## src/rtl/arm_pipe_pkg.sv

```systemverilog
// Shared types and constants for the ARM pipeline memory stage.
package arm_pipe_pkg;

    // Native datapath and register-address widths of the core.
    localparam int unsigned XLEN        = 32;
    localparam int unsigned RLEN        = 4;
    // Default number of WAIT cycles before a data-bus access is abandoned.
    localparam int unsigned BUS_TIMEOUT = 64;

    typedef enum logic {
        IDLE,
        WAIT
    } mem_state_e;

    // EX/MEM pipeline register; control bits are already qualified by valid.
    typedef struct packed {
        logic            valid;
        logic            reg_write;
        logic            mem_to_reg;
        logic            mem_write;
        logic            pc_src;
        logic [RLEN-1:0] wa3;
        logic [XLEN-1:0] alu_result;
        logic [XLEN-1:0] write_data;
    } ex_mem_t;

    // MEM/WB pipeline register.
    typedef struct packed {
        logic            valid;
        logic            reg_write;
        logic            mem_to_reg;
        logic            pc_src;
        logic [RLEN-1:0] wa3;
        logic [XLEN-1:0] alu_out;
        logic [XLEN-1:0] read_data;
    } mem_wb_t;

endpackage

```

## src/rtl/dmem_access_fsm.sv

```systemverilog
// Data-memory access sequencer: tracks an outstanding req/ack access, counts wait
// cycles, aborts a stuck access and raises a sticky bus error.
module dmem_access_fsm
    import arm_pipe_pkg::*;
#(
    parameter int unsigned TIMEOUT_CYCLES = BUS_TIMEOUT
) (
    input  logic Clk,
    input  logic reset,
    input  logic memop,
    input  logic MemAck,
    output logic StallM,
    output logic abort,
    output logic BusErr
);

    localparam int unsigned CNT_W = $clog2(TIMEOUT_CYCLES + 1);

    mem_state_e       state;
    logic [CNT_W-1:0] count;
    logic             timeout;

    // An ack arriving on the timeout cycle still completes the access.
    assign timeout = (state == WAIT) && (count == CNT_W'(TIMEOUT_CYCLES));
    assign abort   = memop && !MemAck && timeout;
    assign StallM  = memop && !MemAck && !abort;

    // Access state, wait counter and sticky error flag.
    always_ff @(posedge Clk) begin
        if (reset) begin
            state  <= IDLE;
            count  <= '0;
            BusErr <= 1'b0;
        end else begin
            case (state)
                IDLE: begin
                    if (memop && !MemAck) begin
                        state <= WAIT;
                        count <= CNT_W'(1);
                    end
                end
                WAIT: begin
                    if (!memop || MemAck) begin
                        state <= IDLE;
                        count <= '0;
                    end else if (timeout) begin
                        state  <= IDLE;
                        count  <= '0;
                        BusErr <= 1'b1;
                    end else begin
                        count <= count + 1'b1;
                    end
                end
                default: begin
                    state <= IDLE;
                    count <= '0;
                end
            endcase
        end
    end

endmodule

```

## src/rtl/mem_stage.sv

```systemverilog
// Memory stage: EX/MEM register, data-bus access with variable latency, MEM/WB register.
// DATA_W/REG_W must match the package widths carried by the pipeline structs.
module mem_stage
    import arm_pipe_pkg::*;
#(
    parameter int unsigned DATA_W         = XLEN,
    parameter int unsigned REG_W          = RLEN,
    parameter int unsigned TIMEOUT_CYCLES = BUS_TIMEOUT
) (
    input  logic              Clk,
    input  logic              reset,
    input  logic              ValidE,
    input  logic              RegWriteE,
    input  logic              MemToRegE,
    input  logic              MemWriteE,
    input  logic              PCSrcE,
    input  logic [REG_W-1:0]  WA3E,
    input  logic [DATA_W-1:0] ALUResultE,
    input  logic [DATA_W-1:0] WriteDataE,
    output logic              StallM,
    output logic [DATA_W-1:0] ALUOutM,
    output logic [REG_W-1:0]  WA3M,
    output logic              RegWriteM,
    output logic              MemReq,
    output logic              MemWe,
    output logic [DATA_W-1:0] MemAddr,
    output logic [DATA_W-1:0] MemWData,
    input  logic              MemAck,
    input  logic [DATA_W-1:0] MemRData,
    output logic              ValidW,
    output logic              RegWriteW,
    output logic              MemToRegW,
    output logic              PCSrcW,
    output logic [REG_W-1:0]  WA3W,
    output logic [DATA_W-1:0] ALUOutW,
    output logic [DATA_W-1:0] ReadDataW,
    output logic              BusErr
);

    ex_mem_t exm;
    mem_wb_t mwb;
    mem_wb_t mwb_next;
    logic    memop;
    logic    abort;
    logic    load_done;

    assign memop     = exm.valid && (exm.mem_to_reg || exm.mem_write);
    assign load_done = memop && MemAck && exm.mem_to_reg && !exm.mem_write;

    dmem_access_fsm #(
        .TIMEOUT_CYCLES (TIMEOUT_CYCLES)
    ) u_fsm (
        .Clk    (Clk),
        .reset  (reset),
        .memop  (memop),
        .MemAck (MemAck),
        .StallM (StallM),
        .abort  (abort),
        .BusErr (BusErr)
    );

    // EX/MEM register: capture EX results unless the current access is stalled.
    always_ff @(posedge Clk) begin
        if (reset) begin
            exm <= '0;
        end else if (!StallM) begin
            exm.valid      <= ValidE;
            exm.reg_write  <= ValidE & RegWriteE;
            exm.mem_to_reg <= ValidE & MemToRegE;
            exm.mem_write  <= ValidE & MemWriteE;
            exm.pc_src     <= ValidE & PCSrcE;
            exm.wa3        <= WA3E;
            exm.alu_result <= ALUResultE;
            exm.write_data <= WriteDataE;
        end
    end

    // MEM/WB next value: bubble while stalled, otherwise the retiring instruction.
    always_comb begin
        mwb_next = '0;
        if (!StallM) begin
            mwb_next.valid      = exm.valid;
            mwb_next.reg_write  = exm.reg_write && !abort;
            mwb_next.mem_to_reg = exm.mem_to_reg;
            mwb_next.pc_src     = exm.pc_src;
            mwb_next.wa3        = exm.wa3;
            mwb_next.alu_out    = exm.alu_result;
            mwb_next.read_data  = load_done ? MemRData : '0;
        end
    end

    // MEM/WB register: loaded every cycle.
    always_ff @(posedge Clk) begin
        if (reset) begin
            mwb <= '0;
        end else begin
            mwb <= mwb_next;
        end
    end

    assign ALUOutM   = exm.alu_result;
    assign WA3M      = exm.wa3;
    assign RegWriteM = exm.reg_write;
    assign MemReq    = memop;
    assign MemWe     = exm.mem_write;
    assign MemAddr   = exm.alu_result;
    assign MemWData  = exm.write_data;

    assign ValidW    = mwb.valid;
    assign RegWriteW = mwb.reg_write;
    assign MemToRegW = mwb.mem_to_reg;
    assign PCSrcW    = mwb.pc_src;
    assign WA3W      = mwb.wa3;
    assign ALUOutW   = mwb.alu_out;
    assign ReadDataW = mwb.read_data;

endmodule
```

## config.mk

```make
export PLATFORM = sky130hd
export DESIGN_NAME = mem_stage
export DESIGN_NICKNAME = d
export VERILOG_FILES = /design/src/rtl/arm_pipe_pkg.sv /design/src/rtl/dmem_access_fsm.sv /design/src/rtl/mem_stage.sv
export SDC_FILE = /design/constraint.sdc
export NUM_CORES = 1
export LEC_CHECK = 0
export ABC_AREA = 0
export CORE_MARGIN = 5
export CORE_UTILIZATION = 40
export CTS_CLUSTER_DIAMETER = 150
export CTS_CLUSTER_SIZE = 30
export DETAILED_ROUTE_END_ITERATION = 7
export PLACE_DENSITY = 0.86
export REMOVE_ABC_BUFFERS = 1
export SYNTH_ARGS = -nofsm -noshare
export SYNTH_HDL_FRONTEND = slang
export SYNTH_SLANG_ARGS = --single-unit
```

## constraint.sdc

```tcl
create_clock -name Clk -period 1.75 [get_ports Clk]
set_clock_uncertainty 0.1 [all_clocks]
set_input_delay 0.35 -clock Clk [delete_from_list [all_inputs] [get_ports Clk]]
set_output_delay 0.35 -clock Clk [all_outputs]
set_load 0.01 [all_outputs]
```

==> flow_results.org, run 1 <==
** Run status
- The flow ran to the end, but the final reports show violations.
- Violated checks :: setup timing

** Placement
- The HPWL after detailed placement is 12,100 um.
- Post-place instance area :: roughly 8100 um2
- GPL Wtd Cong :: 0.796
- Input and output buffers added on the ports amount to 284.

** Clocking
- Number of buffers added by the clock tree synthesis step :: 17
- The tree is rooted in a clkbuf_16.
- TritonCTS clock tree :: done
- At the later pin of the worst-skew pair, clock insertion delay measures around 0.41 ns.
- H-tree depth :: 4
- The clock net in this run drives a total of about 150 sinks.
- The clock passes through at most 2 buffers.
- Clock slew seen by the registers of the worst setup and hold paths :: 0.06 ns

** Worst setup path
- For the worst setup path, the data arrival time is 1.55 ns.
- Max stage delay on crit path :: 0.42 ns
- In this run the worst path has a maximum fanout of 3.
- Walking the worst path, the cells encountered are or3b_4 > o211ai_4 > inv_4 > buf_6.
- The kind of cell with the highest combined delay along the critical path is simple AND/OR/NAND/NOR gates.
- At the worst endpoint, the required time is 1.30 ns.
- R2R cell count :: 9
- Counting both buffers and inverters, the worst setup path holds a total of 2.
- STA classifies the critical path endpoint as a primary output.
- Category of the most critical setup path :: flip-flop to primary output
- STA classifies the critical path startpoint as a flip-flop.
- Number of cells on the critical path :: 4
- Library cell contributing the largest single delay on the critical path :: or3b_4

** Min path
- The worst hold path passes through 2 cells.
- The path class of the tightest hold or removal check is input port to flip-flop.

** Synth
- Ys flop type :: dfxtp_1
- In this run, synthesis inferred 0 flip-flops with an integrated enable.
- After synthesis, the share of flip-flops with an asynchronous set or reset is 0.
- Library cell with the highest instance count after synthesis :: dfxtp_1
- Yosys printed 0 warnings.
- Largest cells by area after synthesis :: dfxtp_1 54%, buf_4 14%, nand2_1 9.6%, and2_1 7.9%, a21oi_1 6.5%
- Yosys reg bits :: 154
- Post-synthesis cell type count :: 26
- Of the synthesized area, sequential elements account for 0.537.
- The largest total area in the synthesized netlist belongs to dfxtp_1.
- Post-synthesis cell area :: 5740 um2
- In the synthesized netlist, the number of instances is 627.
- The commonest cells after synthesis are 154 x dfxtp_1, 146 x nand2_1, 108 x buf_4.
- Avg Cell Area, Syn :: around 9.1 um2
- Area share of the largest cell type after synthesis :: 0.537

** Timing
- Across all setup checks in the final design, the least slack found is -0.249 ns.
- Crit path time final :: 2.00 ns
- Max Freq :: 0.500 GHz
- The total count of max-transition violations in the final report came to 0.
- In this run the tightest slew margin relative to its limit is 0.781.
- Hold violation count in the final report :: 0
- In the finished design, the share of the clock period the worst path needs comes to 1.14.
- Slew at the pin closest to its max-slew limit :: approximately 0.33 ns
- Setup repair after global routing could not meet its margin everywhere.
- Setup violations remaining at the end of the flow were counted as 96.

** Drt
- Highest signal layer in the routed design :: met4
- Vias per std cell :: 4.66
- Post-route DRC :: 0
- Number of routed nets with antenna violations :: 0
- The pre-antenna-repair detailed-routing pass consisted of 5 iterations.
- Vias after detailed routing :: 4,859
- After detailed routing, the wire length on met1 is 6340 um.
- Wire per inst :: between 15 and 20 um
- Drt initial violations :: ~150
- Detailed routing placed a total of 9140 um of wire on met2.
- Routed length on met3 :: 2080 um
- Routed WL :: 17,900 um

** Layout
- Compared with the post-synthesis result, the final layout area differs by 60.3%.
- Diode count :: 0
- Measured on the finished design, the core utilization comes to 0.658.
- Net total in the final layout :: 959
- In the final layout, the share of cells above drive strength 1 is 0.158.
- Final cell area excluding filler cells :: around 9200 um2

** Die
- The floorplan step defined a die boundary enclosing 16,800 um2.
- Number of rows in the core area :: 43
- The die is between 100 and 150 um wide.
- Initial Utilization :: 0.410
- Core ar. :: 14,000 um2
- The floorplan step set the die height to 130 um.
- For this design the top-level I/O count stands at 285.

** GRT
- Largest net degree at the start of global routing :: 67
- The number of global-route vias before repair was 4,808.
- Global routing usage summed across all routing layers :: 0.194
- Number of antenna violations at the first check in global routing :: 0
- The first global-routing pass estimated 25,100 um of wire.
- Summed over all layers, the global routing overflow is 0.

** Pwr
- Across the VDD grid, the largest voltage drop is slightly below 800 uV.
- The analysis attributes to cell leakage a power of 4.81 nW.
- Cell Pwr Density :: between 800 and 900 nW/um2

** Run
- Number of violations of the max-capacitance limit :: 0
-- cell type report --
class	count	area (um2)
Clock buffer	22	464
Clock inverter	10	91.3
Multi-Input combinational cell	335	1830
Tap cell	180	225
Sequential cell	154	3090
Inverter	4	17.5
Timing Repair Buffer	337	3480
Fill cell	1103	4790
-- timing repair --
action,in CTS,in global routing
gates resized for setup,151,102
gates cloned,1,10
pin swaps,6,12
setup endpoints to repair,230,150
buffers inserted,9,7
hold buffers,0,0
-- through the flow --
stage / setup TNS, ns / instances / hold WS, ns / power (W) / worst slack, ns
finish: -15.20 / 1042 / 0.184 / 0.00811 / -0.249
floorplan: -267.97 / 493 / 0.319 / 0.00402 / -2.34
global placement: -28.42 / 986 / 0.338 / 0.00472 / -0.376
detailed placement: -29.69 / 986 / 0.344 / 0.00474 / -0.373
global route: -22.29 / 1042 / 0.173 / 0.00843 / -0.311
CTS: -9.84 / 1028 / 0.178 / 0.00811 / -0.299
-- registers in the layout, summed over array words and instances (netlist names) --
register / cells
ALUOutM: 32
ALUOutW: 32
MemToRegW: 1
MemWData: 32
MemWe: 1
PCSrcW: 1
ReadDataW: 32
RegWriteM: 1
RegWriteW: 1
ValidW: 1
WA3M: 4
WA3W: 4
exm: 3
u_fsm.BusErr: 1
u_fsm.count: 7
u_fsm.state: 1
-- worst register-to-register path, cell delays in order, from the launching register on --
cell	delay, ns
dfxtp_2	0.32
or3b_4	0.42
o211ai_4	0.21
inv_4	0.06
buf_4	0.14
buf_12	0.13
nor2_4	0.12
buf_12	0.15
buf_6	0.12
and2_1	0.14
-- report_power, final --
part	internal (W)	switching (W)
clock	0.00203	0.00143
combinational	0.000543	0.000376
sequential	0.00365	0.0000839
total	0.00622	0.00189
-- final timing paths --
kind,to,start,slack (ns)
min,MemWData[15],reset,0.18
max reg2reg,ALUOutW[2],u_fsm.count[2],-0.23
min reg2reg,MemWData[20],MemWData[20],0.35
max,StallM,u_fsm.count[2],-0.25
-- kinds of logic (layout without fill, tap and decap cells) --
kind of cell / count (synthesis) / count (layout) / share of synthesized area
compound gates: 83 / 83 / 0.0757
flops: 154 / 154 / 0.537
buf+inv: 138 / 373 / 0.171
simple gates: 250 / 250 / 0.212
fa+ha+maj: 2 / 2 / 0.00436
-- layer usage --
layer	GRT usage	vias to the layer above
met2	0.336	231
li1	-	2338
met1	0.205	2270
met4	0.0672	0
met3	0.0946	20
met5	0	-
-- cell usage in the layout (no fill, tap or decap), types with 10 or more instances in the layout --
| master | instances |
|---|---|
| a21oi_1 | 69 |
| and2_1 | 60 |
| and2_4 | 12 |
| buf_4 | 27 |
| clkbuf_16 | 23 |
| clkdlybuf4s50_1 | 125 |
| dfxtp_1 | 147 |
| dlygate4sd2_1 | 115 |
| dlymetal6s2s_1 | 41 |
| nand2_1 | 132 |
| nand2_2 | 14 |
| nand4b_1 | 10 |
(Power assumes the default switching activity.)
==> run 2, diff against run 1 <==
--- a/config.mk
+++ b/config.mk
@@ -9,3 +9,3 @@
 export CORE_MARGIN = 5
-export CORE_UTILIZATION = 40
+export CORE_UTILIZATION = 41
 export CTS_CLUSTER_DIAMETER = 150
@@ -13,3 +13,3 @@
 export DETAILED_ROUTE_END_ITERATION = 7
-export PLACE_DENSITY = 0.86
+export PLACE_DENSITY = 0.88
 export REMOVE_ABC_BUFFERS = 1
==> constraint.sdc (replaced) <==
create_clock -name Clk -period 2.5 [get_ports Clk]
set_clock_uncertainty 0.1 [all_clocks]
set_input_delay 0.5 -clock Clk [delete_from_list [all_inputs] [get_ports Clk]]
set_output_delay 0.5 -clock Clk [all_outputs]
set_load 0.02 [all_outputs]
==> flow_results.org, run 2 (synthesis gave the netlist of run 1 again) <==
** Run status
- The run finished with clean final reports.

** Drt
- Met2 wire len :: 8050 um (-12%)
- The number of violations reported at the end of detailed-routing iteration 0 was 213 (+38%).
- The total vias in the final route was 4,521 (-7.0%).
- The routed wirelength normalized by instance count came to 15.4 um (-10%).
- Post-route DRC :: 0 (unchanged)
- The total wire length after detailed routing is 15,400 um (-14%).
- Number of routed nets with antenna violations :: 0 (unchanged)
- Length of routed wiring on met1 :: 5910 um (-6.8%)
- Highest signal layer in the routed design :: met4
- Routed length on met3 :: 1160 um (-44%)
- DRT Pass-1 Iters :: 4 (-1)
- Vias per std cell :: 4.53 (-2.9%)

** Clocking
- Master cell of the clock root buffer :: clkbuf_16
- TritonCTS built the clock tree.
- Clock slew seen by the registers of the worst setup and hold paths :: 0.06 ns (about the same)
- The TritonCTS buffer count came to 17 (unchanged).
- The number of buffers between clock root and the deepest sink is 2 (unchanged).
- Clock sink total :: 154 (unchanged)
- Worst-Skew Late Latency :: 0.41 ns (about the same)
- H-tree depth :: 4 (unchanged)
- Number of hold-repair buffers added at the cts stage :: 0 (unchanged)

** Worst setup path
- Max stage delay on crit path :: 0.43 ns (about the same)
- The critical path starts at u_fsm.count[2].
- The worst setup path is captured at a primary output.
- The data required time at the worst endpoint was 1.90 ns (+0.60 ns).
- Category of the most critical setup path :: flip-flop to primary output
- Crit Path Max Fanout :: 6 (+3)
- Crit start category :: flip-flop
- Broken down by cell family, the worst path's largest delay share belongs to simple AND/OR/NAND/NOR gates.
- Crit path buffers/inverters :: 2 (unchanged)
- Worst EP arrival :: 1.81 ns (+0.26 ns)
- The worst register-to-register path begins at u_fsm.count[2].
- Among all stages on the critical path, the largest delay is contributed by or3b_4.
- Cell chain of the critical path :: or3b_4 > o211ai_4 > inv_2 > dlygate4sd2_1

** Layout
- The fraction of layout cells with a size suffix above 1 was 0.0562 (-0.102).
- Diode count :: 0 (unchanged)
- The area growth from synthesis to layout is 48.9%.
- Most frequent cells in the layout :: 282 x clkdlybuf4s50_1, 154 x dfxtp_1, 146 x nand2_1
- Final core occ :: 0.618 (-0.0397)
- The final-stage net count was 915 (-4.6%).
- The number of non-filler instances in the completed layout was 998 (-4.2%).
- The combined area of the multi-input logic cells was 1690 um2 (-7.5%).
- Most frequent standard cell in the layout excluding fill and tap cells :: clkdlybuf4s50_1
- Seq. cell area :: 3080 um2 (-0.28%)
- The number of inserted filler cells in the final layout was 1,071 (-2.9%).

** GRT
- Global-route wire length before repair :: 23,200 um (-7.5%)
- Total gr overflow :: 0 (unchanged)
- The pin count of the biggest net entering global routing came to 85 (+27%).
- The total track usage was 0.180 (-0.0137).
- Number of antenna violations at the first check in global routing :: 0 (unchanged)
- Via count of the first global-routing pass :: 4,426 (-7.9%)

** Die
- The die outline area came to 16,500 um2 (-2.2%).
- The total I/O pin count came to 285 (unchanged).
- Vertical extent of the die :: 128 um (-1.1%)
- The horizontal die dimension is 128 um (-1.1%).
- Number of rows in the core area :: 43 (unchanged)
- The placeable core area came to 13,800 um2 (-1.2%).
- Initial Utilization :: 0.415 (+0.00479)

** Pwr
- The total power divided by cell area came to 700 nW/um2 (-21%).
- The switching power share of the total is 0.238 (+0.00461).
- The switching power came to 0.00142 W (-25%).
- The leakage power summed over all cells was 3.38 nW (-30%).
- The power after layout is 0.00598 W (-26%).
- The worst voltage drop across the vdd grid was 696 uV (-9.7%).
- Internal power consumption :: 0.00456 W (-27%)
- The sequential cell fraction of total power was 0.437 (-0.023).
- Combinational share of power :: 0.121 (+0.008)
- Clk pwr share :: 0.442 (+0.015)

** Timing
- The total count of max-transition violations in the final report was 0 (unchanged).
- The setup slack of the critical path after layout was 0.0943 ns (+0.343 ns).
- Timing would allow up to a little over 0.4 GHz.
- The worst slew margin relative to its limit is 0.465 (-0.315).
- Final period utilization :: 0.962
- Hold violation count in the final report :: 0 (unchanged)
- Slew at the pin closest to its max-slew limit :: 0.802 ns (+0.474 ns)
- Crit path time final :: 2.41 ns
- The number of failing setup endpoints in the final timing report was 0 (-100%).
- Worst hold slack after final layout :: 0.345 ns (+0.161 ns)
- Unrepaired setup endpoints after global routing :: no

** Min path
- Class of the worst hold path :: flip-flop to flip-flop
- Hold Path Origin :: exm[68]

** Placement
- GPL Wtd Cong :: 0.786 (-1.2%)
- Half-perimeter wire length after placement :: 10,900 um (-9.7%)
- The number of I/O port buffers was 284 (unchanged).
- Dpl ws :: 0.0602 ns (+0.434 ns)
- The cell count after placement was 965 (-2.1%).

** Run
- The count of maximum capacitance violations was 0 (unchanged).
## run 2: layout make-up
cell class / instances / share of cell area
Tap cell: 180 / 0.0264
Clock inverter: 13 / 0.0196
Clock buffer: 19 / 0.0519
Inverter: 4 / 0.00176
Multi-Input combinational cell: 335 / 0.198
Sequential cell: 154 / 0.361
Timing Repair Buffer: 293 / 0.341
## run 2: worst min-delay path, cell delays in order, from the launching register on
cell     delay [ns]
dfxtp_1        0.30
nand2_1        0.05
a21oi_1        0.05
## run 2: power groups by stage
stage / Clock [W] / Sequential [W] / Combinational, W
2_1_floorplan: 0 / 0.00281 / 0.0000985
3_3_place_gp: 0 / 0.00266 / 0.000715
3_5_place_dp: 0 / 0.00267 / 0.000725
4_1_cts: 0.00270 / 0.00261 / 0.000730
5_1_grt: 0.00283 / 0.00262 / 0.000766
6_report: 0.00264 / 0.00261 / 0.000722
## run 2: final timing paths
| kind | depth (start not counted) | to | slack, ns |
|---|---|---|---|
| worst min-delay path | 2 | exm[68] | 0.34 |
| worst max register to register | 6 | WA3W[3] | 0.30 |
| worst max-delay path | 4 | StallM | 0.09 |
| worst min register to register | 2 | exm[68] | 0.34 |
## run 2: through the flow
stage	TNS, ns	area [um2]
after CTS	0	8530
after detailed placement	0	7920
after floorplan	-162.44	4770
after global placement	0	7920
after global routing	0	8540
final	0	8540
## run 2: what timing repair did
item | 4_1_cts | 5_1_grt
setup endpoints to repair | 1 | 1
resized for setup | 1 | 1
pin swaps | 0 | 2
setup buffers | 0 | 1
## run 2: routing by layer
metal | global-route usage | vias up
li1 | - | 2249
met1 | 0.197 | 2072
met2 | 0.323 | 178
met3 | 0.0592 | 22
met4 | 0.0655 | 0
met5 | 0 | -
==> run 3, diff against run 2 <==
Settings changed: SLEW_MARGIN set to 20.
==> results of run 3 <==
Same layout as run 2: the final DEF is identical, and so are final timing and power.
